<file path="src/rtl/hu_scoreboard_stall_if.sv">
// hu_scoreboard_stall_if: D-stage, writeback and hazard-control signals of the scoreboard
interface hu_scoreboard_stall_if;
  logic        valid_D;
  logic [4:0]  rs1_D;
  logic [4:0]  rs2_D;
  logic        rs1_used_D;
  logic        rs2_used_D;
  logic [4:0]  rd_D;
  logic        regwrite_D;
  logic        load_D;
  logic        muldiv_D;
  logic        redirect_E;
  logic        wb_valid_W;
  logic [4:0]  wb_rd_W;
  logic        md_done;
  logic        stall_F;
  logic        stall_D;
  logic        bubble_E;
  logic        flush_D;
  logic [31:0] pending;
  logic        md_busy;
  logic [15:0] stall_cnt;
  modport master (
    output valid_D, rs1_D, rs2_D, rs1_used_D, rs2_used_D, rd_D, regwrite_D, load_D, muldiv_D,
    output redirect_E, wb_valid_W, wb_rd_W, md_done,
    input  stall_F, stall_D, bubble_E, flush_D, pending, md_busy, stall_cnt
  );
  modport slave (
    input  valid_D, rs1_D, rs2_D, rs1_used_D, rs2_used_D, rd_D, regwrite_D, load_D, muldiv_D,
    input  redirect_E, wb_valid_W, wb_rd_W, md_done,
    output stall_F, stall_D, bubble_E, flush_D, pending, md_busy, stall_cnt
  );
endinterface

</file>
<file path="src/rtl/hu_scoreboard_stall.sv">
// hu_scoreboard_stall: long-latency result scoreboard with RAW/WAW/structural stall control
module hu_scoreboard_stall (
  input logic               clk,
  input logic               rst,
  hu_scoreboard_stall_if.slave bus
);
  typedef enum logic {IDLE, BUSY} state_t;
  state_t      r_state;
  logic [31:0] r_pending;
  logic [15:0] r_stall_cnt;
  logic        w_md_busy;
  logic        w_raw1;
  logic        w_raw2;
  logic        w_waw;
  logic        w_struct;
  logic        w_hazard;
  logic        w_stall;
  logic        w_issue;
  logic        w_md_issue;
  logic [31:0] w_set;
  logic [31:0] w_clr;
  assign w_md_busy = (r_state == BUSY);
  // hazard detection; a writeback landing this cycle is forwarded, so it releases the stall
  always_comb begin
    w_raw1     = bus.valid_D & bus.rs1_used_D & (bus.rs1_D != 5'd0) & r_pending[bus.rs1_D]
                 & !(bus.wb_valid_W & (bus.wb_rd_W == bus.rs1_D));
    w_raw2     = bus.valid_D & bus.rs2_used_D & (bus.rs2_D != 5'd0) & r_pending[bus.rs2_D]
                 & !(bus.wb_valid_W & (bus.wb_rd_W == bus.rs2_D));
    w_waw      = bus.valid_D & bus.regwrite_D & (bus.rd_D != 5'd0) & r_pending[bus.rd_D]
                 & !(bus.wb_valid_W & (bus.wb_rd_W == bus.rd_D));
    w_struct   = bus.valid_D & bus.muldiv_D & w_md_busy & !bus.md_done;
    w_hazard   = w_raw1 | w_raw2 | w_waw | w_struct;
    w_stall    = w_hazard & !bus.redirect_E;
    w_issue    = bus.valid_D & !w_stall & !bus.redirect_E;
    w_md_issue = w_issue & bus.muldiv_D;
    w_set      = (w_issue & bus.regwrite_D & (bus.load_D | bus.muldiv_D) & (bus.rd_D != 5'd0))
                 ? (32'd1 << bus.rd_D) : 32'd0;
    w_clr      = (bus.wb_valid_W & (bus.wb_rd_W != 5'd0)) ? (32'd1 << bus.wb_rd_W) : 32'd0;
  end
  // scoreboard: set wins over a same-cycle clear so a fresh producer is never lost
  always_ff @(posedge clk) begin
    if (rst) r_pending <= 32'd0;
    else     r_pending <= (r_pending & ~w_clr) | w_set;
  end
  // mul/div occupancy; a back-to-back issue on the done cycle keeps the unit busy
  always_ff @(posedge clk) begin
    if (rst) r_state <= IDLE;
    else     r_state <= (r_state == IDLE) ? (w_md_issue ? BUSY : IDLE)
                                          : ((bus.md_done & !w_md_issue) ? IDLE : BUSY);
  end
  // saturating count of stalled D cycles
  always_ff @(posedge clk) begin
    if (rst) r_stall_cnt <= 16'd0;
    else     r_stall_cnt <= r_stall_cnt + {15'd0, w_stall & (r_stall_cnt != 16'hFFFF)};
  end
  assign bus.stall_F   = w_stall;
  assign bus.stall_D   = w_stall;
  assign bus.bubble_E  = bus.redirect_E | w_hazard;
  assign bus.flush_D   = bus.redirect_E;
  assign bus.pending   = r_pending;
  assign bus.md_busy   = w_md_busy;
  assign bus.stall_cnt = r_stall_cnt;
endmodule
</file>
<file path="src/flat_wrapper.sv">
// flat-port wrapper written by rule: the top's interface ports become plain ports
module hu_scoreboard_stall_flat 
  (clk, rst, bus_valid_D, bus_rs1_D, bus_rs2_D, bus_rs1_used_D, bus_rs2_used_D, bus_rd_D, bus_regwrite_D, bus_load_D, bus_muldiv_D, bus_redirect_E, bus_wb_valid_W, bus_wb_rd_W, bus_md_done, bus_stall_F, bus_stall_D, bus_bubble_E, bus_flush_D, bus_pending, bus_md_busy, bus_stall_cnt);
  hu_scoreboard_stall_if bus_i ();
  input logic clk;
  input logic rst;
  input wire logic [$bits(bus_i.valid_D)-1:0] bus_valid_D;
  input wire logic [$bits(bus_i.rs1_D)-1:0] bus_rs1_D;
  input wire logic [$bits(bus_i.rs2_D)-1:0] bus_rs2_D;
  input wire logic [$bits(bus_i.rs1_used_D)-1:0] bus_rs1_used_D;
  input wire logic [$bits(bus_i.rs2_used_D)-1:0] bus_rs2_used_D;
  input wire logic [$bits(bus_i.rd_D)-1:0] bus_rd_D;
  input wire logic [$bits(bus_i.regwrite_D)-1:0] bus_regwrite_D;
  input wire logic [$bits(bus_i.load_D)-1:0] bus_load_D;
  input wire logic [$bits(bus_i.muldiv_D)-1:0] bus_muldiv_D;
  input wire logic [$bits(bus_i.redirect_E)-1:0] bus_redirect_E;
  input wire logic [$bits(bus_i.wb_valid_W)-1:0] bus_wb_valid_W;
  input wire logic [$bits(bus_i.wb_rd_W)-1:0] bus_wb_rd_W;
  input wire logic [$bits(bus_i.md_done)-1:0] bus_md_done;
  output wire logic [$bits(bus_i.stall_F)-1:0] bus_stall_F;
  output wire logic [$bits(bus_i.stall_D)-1:0] bus_stall_D;
  output wire logic [$bits(bus_i.bubble_E)-1:0] bus_bubble_E;
  output wire logic [$bits(bus_i.flush_D)-1:0] bus_flush_D;
  output wire logic [$bits(bus_i.pending)-1:0] bus_pending;
  output wire logic [$bits(bus_i.md_busy)-1:0] bus_md_busy;
  output wire logic [$bits(bus_i.stall_cnt)-1:0] bus_stall_cnt;
  assign bus_i.valid_D = bus_valid_D;
  assign bus_i.rs1_D = bus_rs1_D;
  assign bus_i.rs2_D = bus_rs2_D;
  assign bus_i.rs1_used_D = bus_rs1_used_D;
  assign bus_i.rs2_used_D = bus_rs2_used_D;
  assign bus_i.rd_D = bus_rd_D;
  assign bus_i.regwrite_D = bus_regwrite_D;
  assign bus_i.load_D = bus_load_D;
  assign bus_i.muldiv_D = bus_muldiv_D;
  assign bus_i.redirect_E = bus_redirect_E;
  assign bus_i.wb_valid_W = bus_wb_valid_W;
  assign bus_i.wb_rd_W = bus_wb_rd_W;
  assign bus_i.md_done = bus_md_done;
  assign bus_stall_F = bus_i.stall_F;
  assign bus_stall_D = bus_i.stall_D;
  assign bus_bubble_E = bus_i.bubble_E;
  assign bus_flush_D = bus_i.flush_D;
  assign bus_pending = bus_i.pending;
  assign bus_md_busy = bus_i.md_busy;
  assign bus_stall_cnt = bus_i.stall_cnt;
  hu_scoreboard_stall u_core (.clk(clk), .rst(rst), .bus(bus_i));
endmodule
</file>
<file path="config.mk">
export PLATFORM = sky130hd
export DESIGN_NAME = hu_scoreboard_stall_flat
export DESIGN_NICKNAME = d
export VERILOG_FILES = /design/src/rtl/hu_scoreboard_stall_if.sv /design/src/rtl/hu_scoreboard_stall.sv /design/src/flat_wrapper.sv
export SDC_FILE = /design/constraint.sdc
export NUM_CORES = 1
export LEC_CHECK = 0
export CORE_MARGIN = 2
export CORE_UTILIZATION = 51
export CTS_CLUSTER_DIAMETER = 40
export DETAILED_ROUTE_END_ITERATION = 8
export GPL_TIMING_DRIVEN = 0
export PLACE_DENSITY = 0.82
export SLEW_MARGIN = 10
export SYNTH_ARGS = -nofsm -noshare
export SYNTH_HDL_FRONTEND = slang
export SYNTH_SLANG_ARGS = --single-unit
</file>
<file path="constraint.sdc">
create_clock -name clk -period 4.85 [get_ports clk]
set_input_delay 1.2125 -clock clk [delete_from_list [all_inputs] [get_ports clk]]
set_output_delay 1.2125 -clock clk [all_outputs]
set_load 0.02 [all_outputs]
</file>
# Word-level counts from Yosys, hierarchy flattened
# Index checks and enable logic that the tools add are counted.
[word_totals]
register_bits = 49
inputBits = 31
out_inout_bits = 53
elab_cells = 71
[classes]
add_sub_neg = 1
n_lt_le_gt_ge = 3
eq_ne = 4
n_shift = 2
muxes = 11
n_bitwise = 36
n_reduce_logical = 11
[op_table]
columns = ["cell", "count"]
rows = [
  ["$mux W32", 2],
  ["$shl A1 B5 Y32 const A", 2],
  ["$and A32 B32 Y32", 1],
  ["$not A32 Y32", 1],
  ["$or A32 B32 Y32", 1],
  ["$and A1 B1 Y1", 28],
  ["$reduce_bool A5 Y1", 4],
  ["$lt A5 B6 Y1 const B", 3],
  ["$add A16 B1 Y16", 1],
  ["$ne A16 B16 Y1 const B", 1],
  ["$bmux W1 S5", 3],
  ["$eq A5 B5 Y1", 3],
  ["$logic_not A1 Y1", 7],
  ["$mux W1", 6],
  ["$or A1 B1 Y1", 5],
]

# Longest topological paths before layout
[logic_depth]
ltp_word = 16
depth_mapped = 15
mapped_depth_nobuf = 12

# Least setup slack after synthesis
# OpenSTA, ideal clock, no wires.
[synth_path]
path_kind = "input-to-output"
start = "input port bus_rd_D[0]"
end = "output port bus_stall_F"
arrival_ns = 3.030
t_required_ns = 3.638
setup_slack_ns = 0.608
stages = 9
n_path_buf = 3
path_cell_list = "buf_4 -> buf_8 -> mux2i_1 -> mux4_2 -> nand4_2 -> o211ai_4 -> o211ai_4 -> and2_1 -> buf_4"
[synth_between]
elab_chain_cells = 7
elab_cells_between_ends = 12
classes_between = "eq/ne: 1; mux: 2; bitwise: 7; reduce/logical: 2"
[synth_rtl]
columns = ["item", "line", "source"]
rows = [
  ["start, declared", "flat_wrapper.sv:12", "input wire logic [$bits(bus_i.rd_D)-1:0] bus_rd_D;"],
  ["$bmux W1 S5, or another cell as far along", "hu_scoreboard_stall.sv:29", "w_waw = bus.valid_D & bus.regwrite_D & (bus.rd_D != 5'd0) & r_pending[bus.rd_D]"],
  ["$mux W1 (implied by the code), or another cell as far along", "hu_scoreboard_stall.sv:29", ""],
  ["$and A1 B1 Y1 / $logic_not A1 Y1 (equally long branches)", "hu_scoreboard_stall.sv:29, hu_scoreboard_stall.sv:30", ""],
  ["$and A1 B1 Y1 *", "hu_scoreboard_stall.sv:30", "& !(bus.wb_valid_W & (bus.wb_rd_W == bus.rd_D));"],
  ["$or A1 B1 Y1 * (2 in series)", "hu_scoreboard_stall.sv:32", "w_hazard = w_raw1 | w_raw2 | w_waw | w_struct;"],
  ["$and A1 B1 Y1 *", "hu_scoreboard_stall.sv:33", "w_stall = w_hazard & !bus.redirect_E;"],
  ["end, declared", "flat_wrapper.sv:20", "output wire logic [$bits(bus_i.stall_F)-1:0] bus_stall_F;"],
]
# Every way passes the cells marked *; elsewhere a longest branch is shown, timed or not. The select of a mux whose other input is x is not followed.

# Worst setup path in the final report
[layout_path]
start = "input port bus_rd_D[2]"
end = "output port bus_bubble_E"
[layout_between]
elab_chain_cells = 7
elab_cells_between_ends = 12
classes_between = "eq/ne: 1; mux: 2; bitwise: 7; reduce/logical: 2"
[layout_rtl]
columns = ["item", "line", "source"]
rows = [
  ["$bmux W1 S5, or another cell as far along", "hu_scoreboard_stall.sv:29", ""],
  ["$mux W1 (implied by the code), or another cell as far along", "hu_scoreboard_stall.sv:29", ""],
  ["$and A1 B1 Y1 / $logic_not A1 Y1 (equally long branches)", "hu_scoreboard_stall.sv:29, hu_scoreboard_stall.sv:30", ""],
  ["$and A1 B1 Y1 *", "hu_scoreboard_stall.sv:30", ""],
  ["$or A1 B1 Y1 * (2 in series)", "hu_scoreboard_stall.sv:32", ""],
  ["$or A1 B1 Y1 *", "hu_scoreboard_stall.sv:58", "assign bus.bubble_E = bus.redirect_E | w_hazard;"],
  ["end, declared", "flat_wrapper.sv:22", "output wire logic [$bits(bus_i.bubble_E)-1:0] bus_bubble_E;"],
]
# Marks and branches as above.

==> out/metrics.yaml <==
place:
  place_inst: 547
  place_congestion: 0.972
  portBuffers: 71
  hpwl_um: 8560
yosys:
  ys_async_sr_fraction_pct: 0
  ys_seq_elements: 49
  ys.flop_type: "dfxtp_1"
  synth_warnings: 0
  synth_mux_area_share_pct: 18.7
  avgSynthCellArea_um2: 8.94
  synth_compound_area_share_pct: 16.2
  synth_nets: 429
  synth_top_area_cell: "dfxtp_1"
  synth_top_family_by_area: "simple AND/OR/NAND/NOR gates"
  synth-simple-area-share_pct: 23.4
  ys_types: 55
  synth_top_area_share_pct: 27.7
  syn-cell-area_um2: 3540
  synth_fa_ha_area_share_pct: 0.706
  synth_edf_count: 0
  synth_xor_area_share_pct: 6.43
  synthCells: 396
  synthTopCellsByArea: "dfxtp_1 (28%), mux4_2 (13%), nand3_1 (6.1%)"
  yosysSeqAreaShare_pct: 27.7
timing:
  maxSlewHeadroom_pct: 51.1
  hold_viol: 0
  timing.fmax_ghz: 0.211
  grt_setup_unrepaired: "false"
  skew_ns: 0.00601
  setup_viol: 0
  layout_min_cycle_time_ns: 4.73
  drv_slew: 0
  tightest_slew_ns: 0.733
  min_period_over_period_pct: 97.6
clock_network:
  clk_pin_slew_ns: 0.09
  cts_sinks: 49
  clk_latency_ns: 0.31
  clockBufferDepth: 2
  cts_root_buffer: "clkbuf_8"
  h-tree-depth: 2
  cts_buffers: 5
  cts_tree: "yes"
  hold_buffers: 0
worst_setup_path:
  cp_slowest_stage_delay_ns: 0.54
  endpoint_kind: "output port"
  r2r_slack_ns: 1.40
  worstPathArrival_ns: 3.52
  crit_slowest_cell: "clkdlybuf4s50_1"
  worstPathCellList: "clkdlybuf4s50_1, clkbuf_4, xor2_1, nor4_1, a31oi_1, o211ai_4, o211ai_4, nand2b_1, clkdlybuf4s50_1"
  crit_type: "input port to output port"
  startpoint_type: "input port"
  crit_family: "buffers and inverters"
  worstPathMaxFanout: 10
  required_ns: 3.64
  critPathBufInv: 3
final_layout:
  area_delta_synth_final_pct: 26.6
  nNetsFinal: 509
  layout_commonest_cell: "clkdlybuf4s50_1"
  nFillCells: 558
  instances_no_fill: 557
  mostFrequentLayoutCells: "clkdlybuf4s50_1 (68), dfxtp_1 (49), nand3_1 (42)"
  drive_above_1_share_pct: 13.6
  diodes: 0
grt:
  grt_util_met3_pct: 5.97
  grt_pass1_vias: 3469
  grt_max_degree: 17
  antenna_found_initial: 0
  grt_first_pass_wirelength_um: 17300
  use_met1_pct: 38.4
  grtUsageTotal_pct: 29.7
  grt-ovfl-total: 0
  grt_use_met2_pct: 47.1
  grt_most_used_layer: "met2"
power_and_ir_drop:
  power.density_nw_per_um2: 184
  vdd_ir_drop_max_uv: 184
  power_w: 0.000826
  p_leak_nw: 1.57
floorplan:
  die_y_um: 87.3
  ios: 84
  die_x_um: 87.3
  dieArea_um2: 7630
  core_area_um2: 6760
  start_util_pct: 52.4
  rows: 30
drt:
  viasPerCell: 6.42
  drcViolationCount: 0
  via_count: 3575
  firstDrtPassIters: 5
  wl_per_cell_um: 20.4
  wl_um: 11400
  drt_iter0_markers: 459
  drtAntennaViolNets: 0
min_path:
  hold_class: "flip-flop to flip-flop"
run:
  maxCapViolations: 0
outcome:
  outcome: "completed"
==> kinds of logic (layout without fill, tap and decap cells) <==
logic type      after synthesis  count (layout)
compound gates               71              71
xor+xnor                     26              26
fa+ha+maj                     2               2
buf+inv                      47             128
flops                        49              49
mux                          41              41
simple gates                160             160
==> final cells by class <==
cell class              instances  area, um2  area share, %
inverters                      12       45.0           1.00
repair buffers                 73        729           16.3
clock inverters                 3       21.3          0.474
clock buffers                   5       68.8           1.54
multi-input cells             300       2330           51.9
flip-flops and latches         49        981           21.9
well taps                      80        100           2.23
plain buffers                  35        209           4.66
==> metal layers <==
layer | share of wire, % | wire (um)
met4 | 4.4 | 502
met2 | 46 | 5210
met3 | 10 | 1140
met5 | 0 | 0
met1 | 40 | 4500
==> Yosys cell counts (all sizes together), types with 3 or more instances <==
| cell | number |
|---|---|
| nand2 | 39 |
| clkbuf | 18 |
| inv | 12 |
| buf | 17 |
| a31oi | 4 |
| or3 | 3 |
| nand4 | 8 |
| nand3 | 43 |
| nor4 | 4 |
| o21ai | 26 |
| nand2b | 4 |
| o211ai | 13 |
| nand4b | 4 |
| nor2b | 6 |
| o311ai | 7 |
| a21oi | 3 |
| nor3b | 4 |
| mux4 | 20 |
| nor3 | 7 |
| mux2i | 21 |
| xnor2 | 8 |
| and2 | 4 |
| o2111ai | 9 |
| xor2 | 18 |
| dfxtp | 49 |
| nor2 | 23 |
==> metrics by stage <==
stage	cell area, um2	setup TNS [ns]	util, %	worst slack, ns	hold slack, ns
global route	4480	0	66.4	0.0256	0.531
detailed placement	4350	-1.27	64.4	-0.487	0.497
finish	4480	0	66.4	0.116	0.514
floorplan	3540	0	-	0.608	0.555
global placement	4350	-1.19	64.4	-0.463	0.488
CTS	4480	0	66.3	0.0644	0.514
==> timing repair <==
item	CTS	global route
gates cloned	0	0
resized for setup	8	6
setup endpoints to repair	3	1
pin swaps	2	2
buffers inserted	2	0
==> final timing paths <==
check | start | to | cells past startpoint
setup reg to reg | u_core.bus.pending[16]$_SDFF_PP0_ | u_core.bus.stall_cnt[12]$_SDFF_PP0_ | 14
setup / recovery | bus_rd_D[2] | bus_bubble_E | 9
hold / removal | u_core.bus.md_busy$_SDFF_PP0_ | u_core.bus.md_busy$_SDFF_PP0_ | 2
hold reg to reg | u_core.bus.md_busy$_SDFF_PP0_ | u_core.bus.md_busy$_SDFF_PP0_ | 2
==> worst min-delay path: cells and delay by family (launching register included) <==
kind,cells,cell delay (ns)
DFF,1,0.34
AOI/OAI and AO/OA,1,0.07
buffers and inverters,1,0.06
==> where the power goes <==
part           total [W]  internal (W)  switching (W)
combinational   0.000169     0.0000677       0.000101
sequential      0.000406      0.000404     0.00000218
clock           0.000251      0.000103       0.000148
==> state kept, by name (all words and copies together) (netlist names) <==
name,flops
u_core.bus.md_busy,1
u_core.bus.pending,32
u_core.bus.stall_cnt,16
No activity file was read; power rests on OpenSTA's default activity.
